--- src/rtl/toll_booth_ctrl.sv ---
// ---------------------------------------------------------------------------
// toll_booth_ctrl
//
// Sequential toll booth controller. Accepts one vehicle at a time through a
// valid/ready handshake, classifies it (LOW/MED/HIGH/ERR) from its sampled
// attributes, collects coins against the tariff of that class, opens the
// barrier for a fixed number of cycles and returns change. A payment that
// does not complete in TIMEOUT cycles is aborted with a full refund.
// Saturating statistics counters track served vehicles, rejected vehicles
// and revenue.
//
// Ports:
//   clk, rst            clock, synchronous active-high reset
//   veh_valid/ready     vehicle handshake (ready only while idle)
//   wd, rh, ln, ht      weekday, rush hour, lane flag, heavy truck
//   coin_valid/value    one coin per cycle, taken only while paying
//   coin_ready          high while the controller is collecting coins
//   rate, amount_due    latched class (0 LOW,1 MED,2 HIGH,3 ERR) and price
//   gate_open           barrier open
//   change_valid/change one-cycle change or refund report
//   err_pulse           one-cycle pulse, vehicle rejected
//   timeout_pulse       one-cycle pulse, payment aborted
//   veh_cnt, err_cnt,
//   revenue             saturating statistics
// ---------------------------------------------------------------------------
module toll_booth_ctrl #(
    parameter int COIN_W      = 4,
    parameter int AMT_W       = 8,
    parameter int CNT_W       = 16,
    parameter int PRICE_HIGH  = 5,
    parameter int PRICE_MED   = 3,
    parameter int PRICE_LOW   = 1,
    parameter int TIMEOUT     = 16,
    parameter int GATE_CYCLES = 4
) (
    input  logic              clk,
    input  logic              rst,
    input  logic              veh_valid,
    output logic              veh_ready,
    input  logic              wd,
    input  logic              rh,
    input  logic              ln,
    input  logic              ht,
    input  logic              coin_valid,
    input  logic [COIN_W-1:0] coin_value,
    output logic              coin_ready,
    output logic [1:0]        rate,
    output logic [AMT_W-1:0]  amount_due,
    output logic              gate_open,
    output logic              change_valid,
    output logic [AMT_W-1:0]  change,
    output logic              err_pulse,
    output logic              timeout_pulse,
    output logic [CNT_W-1:0]  veh_cnt,
    output logic [CNT_W-1:0]  err_cnt,
    output logic [CNT_W-1:0]  revenue
);

    typedef enum logic [1:0] {
        ST_IDLE = 2'd0,
        ST_PAY  = 2'd1,
        ST_GATE = 2'd2
    } state_t;

    // Sum widths leave one carry bit so saturation can be detected.
    localparam int PSUM_W = ((AMT_W > COIN_W) ? AMT_W : COIN_W) + 1;
    localparam int RSUM_W = ((CNT_W > AMT_W) ? CNT_W : AMT_W) + 1;
    localparam int TMO_W  = (TIMEOUT > 1) ? $clog2(TIMEOUT) : 1;
    localparam int GCNT_W = (GATE_CYCLES > 1) ? $clog2(GATE_CYCLES) : 1;

    localparam logic [AMT_W-1:0]  AMT_MAX   = {AMT_W{1'b1}};
    localparam logic [CNT_W-1:0]  CNT_MAX   = {CNT_W{1'b1}};
    localparam logic [TMO_W-1:0]  TMO_LAST  = TMO_W'(TIMEOUT - 1);
    localparam logic [GCNT_W-1:0] GATE_LOAD = GCNT_W'(GATE_CYCLES - 1);

    localparam logic [AMT_W-1:0] PRICE_HIGH_C = AMT_W'(PRICE_HIGH);
    localparam logic [AMT_W-1:0] PRICE_MED_C  = AMT_W'(PRICE_MED);
    localparam logic [AMT_W-1:0] PRICE_LOW_C  = AMT_W'(PRICE_LOW);

    localparam logic [1:0] RATE_LOW  = 2'd0;
    localparam logic [1:0] RATE_MED  = 2'd1;
    localparam logic [1:0] RATE_HIGH = 2'd2;
    localparam logic [1:0] RATE_ERR  = 2'd3;

    // Rate equations evaluated in priority order ERR > HIGH > MED > LOW.
    function automatic logic [1:0] classify(input logic a_wd, input logic a_rh,
                                            input logic a_ln, input logic a_ht);
        logic [1:0] r;
        if (a_ln & a_rh) begin
            r = RATE_ERR;
        end else if ((!a_rh & a_ht) | (!a_ln & a_ht) | (a_wd & a_rh & !a_ln)) begin
            r = RATE_HIGH;
        end else if ((a_ln & a_rh) | (!a_wd & !a_ln & !a_ht) | (!a_rh & !a_ln & !a_ht)) begin
            r = RATE_MED;
        end else begin
            r = RATE_LOW;
        end
        return r;
    endfunction

    function automatic logic [AMT_W-1:0] price_of(input logic [1:0] r);
        logic [AMT_W-1:0] p;
        case (r)
            RATE_HIGH: p = PRICE_HIGH_C;
            RATE_MED:  p = PRICE_MED_C;
            RATE_LOW:  p = PRICE_LOW_C;
            default:   p = {AMT_W{1'b0}};
        endcase
        return p;
    endfunction

    state_t             state_r, state_nxt_s;
    logic [1:0]         rate_r, rate_nxt_s;
    logic [AMT_W-1:0]   amount_due_r, amount_due_nxt_s;
    logic [AMT_W-1:0]   paid_r, paid_nxt_s;
    logic [TMO_W-1:0]   tmo_r, tmo_nxt_s;
    logic [GCNT_W-1:0]  gate_cnt_r, gate_cnt_nxt_s;
    logic               gate_open_r, gate_open_nxt_s;
    logic [AMT_W-1:0]   change_r, change_nxt_s;
    logic               change_valid_r, change_valid_nxt_s;
    logic               err_pulse_r, err_pulse_nxt_s;
    logic               timeout_pulse_r, timeout_pulse_nxt_s;
    logic               veh_ready_r, veh_ready_nxt_s;
    logic               coin_ready_r, coin_ready_nxt_s;
    logic [CNT_W-1:0]   veh_cnt_r, veh_cnt_nxt_s;
    logic [CNT_W-1:0]   err_cnt_r, err_cnt_nxt_s;
    logic [CNT_W-1:0]   revenue_r, revenue_nxt_s;

    logic [1:0]         class_s;
    logic [PSUM_W-1:0]  psum_wide_s;
    logic [AMT_W-1:0]   pay_sum_s;
    logic [RSUM_W-1:0]  rsum_wide_s;
    logic [CNT_W-1:0]   rev_sum_s;

    assign class_s = classify(wd, rh, ln, ht);

    // Saturating running payment and saturating revenue update.
    always_comb begin
        psum_wide_s = PSUM_W'(paid_r) + (coin_valid ? PSUM_W'(coin_value) : {PSUM_W{1'b0}});
        if (psum_wide_s > PSUM_W'(AMT_MAX)) begin
            pay_sum_s = AMT_MAX;
        end else begin
            pay_sum_s = psum_wide_s[AMT_W-1:0];
        end
        rsum_wide_s = RSUM_W'(revenue_r) + RSUM_W'(amount_due_r);
        if (rsum_wide_s > RSUM_W'(CNT_MAX)) begin
            rev_sum_s = CNT_MAX;
        end else begin
            rev_sum_s = rsum_wide_s[CNT_W-1:0];
        end
    end

    // Next-state and next-output logic of the booth FSM.
    always_comb begin
        state_nxt_s         = state_r;
        rate_nxt_s          = rate_r;
        amount_due_nxt_s    = amount_due_r;
        paid_nxt_s          = paid_r;
        tmo_nxt_s           = tmo_r;
        gate_cnt_nxt_s      = gate_cnt_r;
        gate_open_nxt_s     = 1'b0;
        change_nxt_s        = change_r;
        change_valid_nxt_s  = 1'b0;
        err_pulse_nxt_s     = 1'b0;
        timeout_pulse_nxt_s = 1'b0;
        veh_cnt_nxt_s       = veh_cnt_r;
        err_cnt_nxt_s       = err_cnt_r;
        revenue_nxt_s       = revenue_r;

        case (state_r)
            ST_IDLE: begin
                if (veh_valid) begin
                    if (class_s == RATE_ERR) begin
                        rate_nxt_s       = RATE_ERR;
                        amount_due_nxt_s = {AMT_W{1'b0}};
                        err_pulse_nxt_s  = 1'b1;
                        if (err_cnt_r != CNT_MAX) begin
                            err_cnt_nxt_s = err_cnt_r + CNT_W'(1'b1);
                        end else begin
                            err_cnt_nxt_s = err_cnt_r;
                        end
                    end else begin
                        rate_nxt_s       = class_s;
                        amount_due_nxt_s = price_of(class_s);
                        paid_nxt_s       = {AMT_W{1'b0}};
                        tmo_nxt_s        = {TMO_W{1'b0}};
                        state_nxt_s      = ST_PAY;
                    end
                end else begin
                    state_nxt_s = ST_IDLE;
                end
            end
            ST_PAY: begin
                // Completion is tested first so a last-cycle coin still wins.
                if (pay_sum_s >= amount_due_r) begin
                    state_nxt_s        = ST_GATE;
                    gate_open_nxt_s    = 1'b1;
                    gate_cnt_nxt_s     = GATE_LOAD;
                    change_nxt_s       = pay_sum_s - amount_due_r;
                    change_valid_nxt_s = 1'b1;
                    revenue_nxt_s      = rev_sum_s;
                    if (veh_cnt_r != CNT_MAX) begin
                        veh_cnt_nxt_s = veh_cnt_r + CNT_W'(1'b1);
                    end else begin
                        veh_cnt_nxt_s = veh_cnt_r;
                    end
                end else if (tmo_r == TMO_LAST) begin
                    state_nxt_s         = ST_IDLE;
                    change_nxt_s        = pay_sum_s;
                    change_valid_nxt_s  = 1'b1;
                    timeout_pulse_nxt_s = 1'b1;
                end else begin
                    paid_nxt_s = pay_sum_s;
                    tmo_nxt_s  = tmo_r + TMO_W'(1'b1);
                end
            end
            ST_GATE: begin
                if (gate_cnt_r == {GCNT_W{1'b0}}) begin
                    state_nxt_s = ST_IDLE;
                end else begin
                    gate_open_nxt_s = 1'b1;
                    gate_cnt_nxt_s  = gate_cnt_r - GCNT_W'(1'b1);
                end
            end
            default: begin
                state_nxt_s = ST_IDLE;
            end
        endcase

        veh_ready_nxt_s  = (state_nxt_s == ST_IDLE);
        coin_ready_nxt_s = (state_nxt_s == ST_PAY);
    end

    // State and output registers with synchronous reset.
    always_ff @(posedge clk) begin
        if (rst) begin
            state_r         <= ST_IDLE;
            rate_r          <= 2'd0;
            amount_due_r    <= {AMT_W{1'b0}};
            paid_r          <= {AMT_W{1'b0}};
            tmo_r           <= {TMO_W{1'b0}};
            gate_cnt_r      <= {GCNT_W{1'b0}};
            gate_open_r     <= 1'b0;
            change_r        <= {AMT_W{1'b0}};
            change_valid_r  <= 1'b0;
            err_pulse_r     <= 1'b0;
            timeout_pulse_r <= 1'b0;
            veh_ready_r     <= 1'b1;
            coin_ready_r    <= 1'b0;
            veh_cnt_r       <= {CNT_W{1'b0}};
            err_cnt_r       <= {CNT_W{1'b0}};
            revenue_r       <= {CNT_W{1'b0}};
        end else begin
            state_r         <= state_nxt_s;
            rate_r          <= rate_nxt_s;
            amount_due_r    <= amount_due_nxt_s;
            paid_r          <= paid_nxt_s;
            tmo_r           <= tmo_nxt_s;
            gate_cnt_r      <= gate_cnt_nxt_s;
            gate_open_r     <= gate_open_nxt_s;
            change_r        <= change_nxt_s;
            change_valid_r  <= change_valid_nxt_s;
            err_pulse_r     <= err_pulse_nxt_s;
            timeout_pulse_r <= timeout_pulse_nxt_s;
            veh_ready_r     <= veh_ready_nxt_s;
            coin_ready_r    <= coin_ready_nxt_s;
            veh_cnt_r       <= veh_cnt_nxt_s;
            err_cnt_r       <= err_cnt_nxt_s;
            revenue_r       <= revenue_nxt_s;
        end
    end

    assign veh_ready     = veh_ready_r;
    assign coin_ready    = coin_ready_r;
    assign rate          = rate_r;
    assign amount_due    = amount_due_r;
    assign gate_open     = gate_open_r;
    assign change_valid  = change_valid_r;
    assign change        = change_r;
    assign err_pulse     = err_pulse_r;
    assign timeout_pulse = timeout_pulse_r;
    assign veh_cnt       = veh_cnt_r;
    assign err_cnt       = err_cnt_r;
    assign revenue       = revenue_r;

endmodule

--- config.mk ---
export PLATFORM = sky130hd
export DESIGN_NAME = toll_booth_ctrl
export DESIGN_NICKNAME = d
export VERILOG_FILES = /design/src/rtl/toll_booth_ctrl.sv
export SDC_FILE = /design/constraint.sdc
export NUM_CORES = 1
export LEC_CHECK = 0
export CORE_MARGIN = 3
export CORE_UTILIZATION = 53
export DETAILED_ROUTE_END_ITERATION = 8
export HOLD_SLACK_MARGIN = 0.02
export PLACE_DENSITY_LB_ADDON = 0.1
export SLEW_MARGIN = 10
export SYNTH_ARGS = -nofsm -noshare
export SYNTH_HDL_FRONTEND = slang
export SYNTH_SLANG_ARGS = --single-unit
export TNS_END_PERCENT = 1
--- constraint.sdc ---
create_clock -name clk -period 5.6 [get_ports clk]
set_input_delay 1.12 -clock clk [delete_from_list [all_inputs] [get_ports clk]]
set_output_delay 1.12 -clock clk [all_outputs]
set_load 0.02 [all_outputs]
==> impl_results.md <==
- Post-CTS Setup Bufs: 0
- Gate power share: 0.129
- Critical Path Start: coin_valid
- Worst Tran Pin Value: 1022 ps
- Placed wire-length estimate: 7748 um
- IO Port Bufs: 78
- Vias in the first global route: 3773
- Vias per cell: 5.791
- Final TNS setup: 0 ps
- # diodes: 0
- VDD IR max: 0.1972 mV
- Max Freq: 195.4 MHz
- Lkg Pwr: 2.028 nW
- Area Overhead vs Synth: 21.89%
- Post-Syn Area: 4481 um^2
- Seq cells post-synth: 83
- Initial antenna violation count: 0
- Area of the core: 7968 um^2
- Hold Vio Cnt, Final: 0
- Clk pwr share: 0.372
- Average wire per standard cell: 15.44 um
- Final ANT Viol Nets: 0
- GRT Total Usage: 0.2274
- WS Path Type: input pin to flip-flop
- Internal Power: 0.9107 mW
- CTS Buf Count: 9
- Post-detailed-routing wire length: 10760 um
- DIE HEIGHT: 97.95 um
- Final Skew: 12.77 ps
- Placed cells: 683
- RSZ-0062 raised after global routing: no
- Final cell count without fillers: 697
- Pwr dens: 224.8 nW/um^2
- Post-CTS Resized: 0
- Clock buffer depth: 2
- Worst hold start: change[0]
- Tcrit/Tclk final: 0.9137
- Placer Congestion: 0.8823
- Netlist cell types: 64
- Std-Cell Rows: 32
- Min cycle time layout: 5117 ps
- Crit path DAT: 5390 ps
- Share of cells above drive strength 1: 0.06050
- Final Max Slew Viols: 0
- Reg power frac: 0.499
- Worst hold slack: 461.9 ps
- CP Launch Type: input pin
- CTS tree: done
- H-tree levels: 3
- First-pass GRT wire length: 18290 um
- Avg Cell Area, Syn: 8.534 um^2
- Max-Slew Margin vs Limit: 0.3139
- Post-synth EDFFs: 0
- Switching Share: 0.2584
- Worst r2r src: paid_r[0]
- Post-synthesis sequential area ratio: 0.3708
- Initial core utilization: 0.5623
- CP endpoint kind: flip-flop
- Reg clk slew, reported paths: 80 ps
- Root Buffer: clkbuf_8
- Prevailing post-synth register cell: dfxtp_1
- Largest net degree at the start of global routing: 74
- Post-Synthesis Cells: 525
- Number of synthesis warnings: 0
- Grt total ovfl: 0
- 1st-pass router iterations: 5
- CTS Sinks: 83
- Initial drt markers: 223
- Die ar.: 9593 um^2
- Critical Path RT: 5870 ps
- IO Count: 84
- Max FO, Critical Path: 19
- CTS Hold Bufs: 0
- Max-cap viol count: 0
- Psw: 0.3173 mW
- Status: completed
- Nets: 625
- Type of the tightest min-delay check: flip-flop to flip-flop
- # setup viols final: 0
- Clock latency on the worst-skew pair: 350 ps
- Asr flop ratio synth: 0
- Via count: 4036
- Die W: 97.95 um
- DRC: 0
==> cells by family (layout without fill, tap and decap cells) <==
family | after synthesis | count (layout) | share of synthesized area
muxes | 6 | 6 | 0.01452
adders and majority gates | 21 | 21 | 0.06367
and+or+nand+nor | 206 | 206 | 0.2337
buffers and inverters | 47 | 113 | 0.05138
DFF | 83 | 83 | 0.3708
AOI/OAI and AO/OA | 135 | 135 | 0.2142
xor gates and xnor gates | 26 | 26 | 0.05082
other | 1 | 5 | 0.0008370
==> layout make-up <==
type	count	area, um^2
clock buffers	9	123.9
repair buffers	81	798.3
fillers	681	2506
clock inverters	5	78.83
flip-flops and latches	83	1662
inverters	18	67.56
well taps	102	127.6
multi-input cells	399	2604
==> placed cells by master (no fill, tap or decap), types with 7 or more instances in the layout <==
| cell | n |
|---|---|
| clkdlybuf4s50_1 | 77 |
| nand2_1 | 43 |
| and2_1 | 14 |
| nor3_1 | 10 |
| a211oi_1 | 13 |
| nand3_1 | 22 |
| dfxtp_1 | 83 |
| ha_1 | 18 |
| clkbuf_8 | 9 |
| a21oi_1 | 41 |
| nor2_1 | 59 |
| and3_1 | 13 |
| xor2_1 | 11 |
| o21ai_0 | 23 |
| a21o_1 | 7 |
| nand4_1 | 14 |
| inv_1 | 16 |
| a311oi_1 | 12 |
| and4_1 | 7 |
| xnor2_1 | 15 |
==> power groups by stage <==
| stage | Sequential, mW | Combinational, mW | Clock, mW |
|---|---|---|---|
| 2_1_floorplan | 0.635 | 0.100 | 0 |
| 3_3_place_gp | 0.626 | 0.153 | 0 |
| 3_5_place_dp | 0.627 | 0.156 | 0 |
| 4_1_cts | 0.613 | 0.157 | 0.466 |
| 6_report | 0.613 | 0.158 | 0.457 |
| 5_1_grt | 0.615 | 0.174 | 0.491 |
==> state kept, by name, summed over array words and instances, names as in the netlist <==
register	count
err_cnt	16
revenue	16
veh_cnt	16
change	8
paid_r	8
tmo_r	4
amount_due	3
gate_cnt_r	2
rate	2
state_r	2
change_valid	1
coin_ready	1
err_pulse	1
gate_open	1
timeout_pulse	1
veh_ready	1
==> worst max-delay path, cell delays in order <==
cell and delay [ps]:
clkdlybuf4s50_1 450, and2_1 160, ha_1 230, fa_1 460
a211oi_4 300, nor4_1 130, nor2_1 150, ha_1 160
inv_1 60, fa_1 410, a21o_1 170, a21oi_1 240
o211a_1 370, a31oi_4 260, or4_1 560, a21oi_1 140
==> through the flow <==
| step | area, um^2 | power [mW] | worst slack (ps) | utilization |
|---|---|---|---|---|
| finish | 5461 | 1.228 | 483.2 | 0.6855 |
| floorplan | 4496 | 0.7358 | 1121 | - |
| CTS | 5461 | 1.237 | 522.5 | 0.6855 |
| global route | 5461 | 1.280 | 210.9 | 0.6855 |
| global placement | 5259 | 0.7795 | 334.5 | 0.6600 |
| detailed placement | 5259 | 0.7829 | 165.1 | 0.6600 |
==> routing by layer <==
layer | up-vias | GRT usage | wire length (um)
met1 | 1883 | 0.3087 | 4977
met4 | 0 | 0.05112 | 91
met3 | 8 | 0.05571 | 686
met2 | 119 | 0.3670 | 5003
li1 | 2026 | - | -
met5 | - | 0 | 0
==> path summary, 6_finish.rpt <==
kind,to,cells past startpoint,slack [ps]
min,change[0],2,460
max reg2reg,paid_r[0],14,1570
min reg2reg,change[0],2,460
max,paid_r[0],16,480
==> Yosys cell counts, types with 4 or more instances <==
master	number	share of area
a211oi_1	13	0.022
a21o_1	7	0.012
a21oi_1	41	0.046
a311oi_1	12	0.023
a31oi_1	4	0.0056
and2_1	14	0.020
and3_1	13	0.018
and4_1	7	0.014
buf_2	4	0.0045
buf_4	7	0.012
clkbuf_1	13	0.011
dfxtp_1	83	0.37
ha_1	18	0.050
inv_1	16	0.013
mux2i_1	4	0.0089
nand2_1	43	0.036
nand2b_1	4	0.0056
nand3_1	22	0.025
nand4_1	14	0.020
nor2_1	59	0.049
nor3_1	10	0.011
nor3b_1	4	0.0067
o211ai_1	4	0.0067
o21ai_0	23	0.026
or3_1	6	0.0084
xnor2_1	15	0.029
xor2_1	11	0.022
Power figures use the tool's default switching activity.
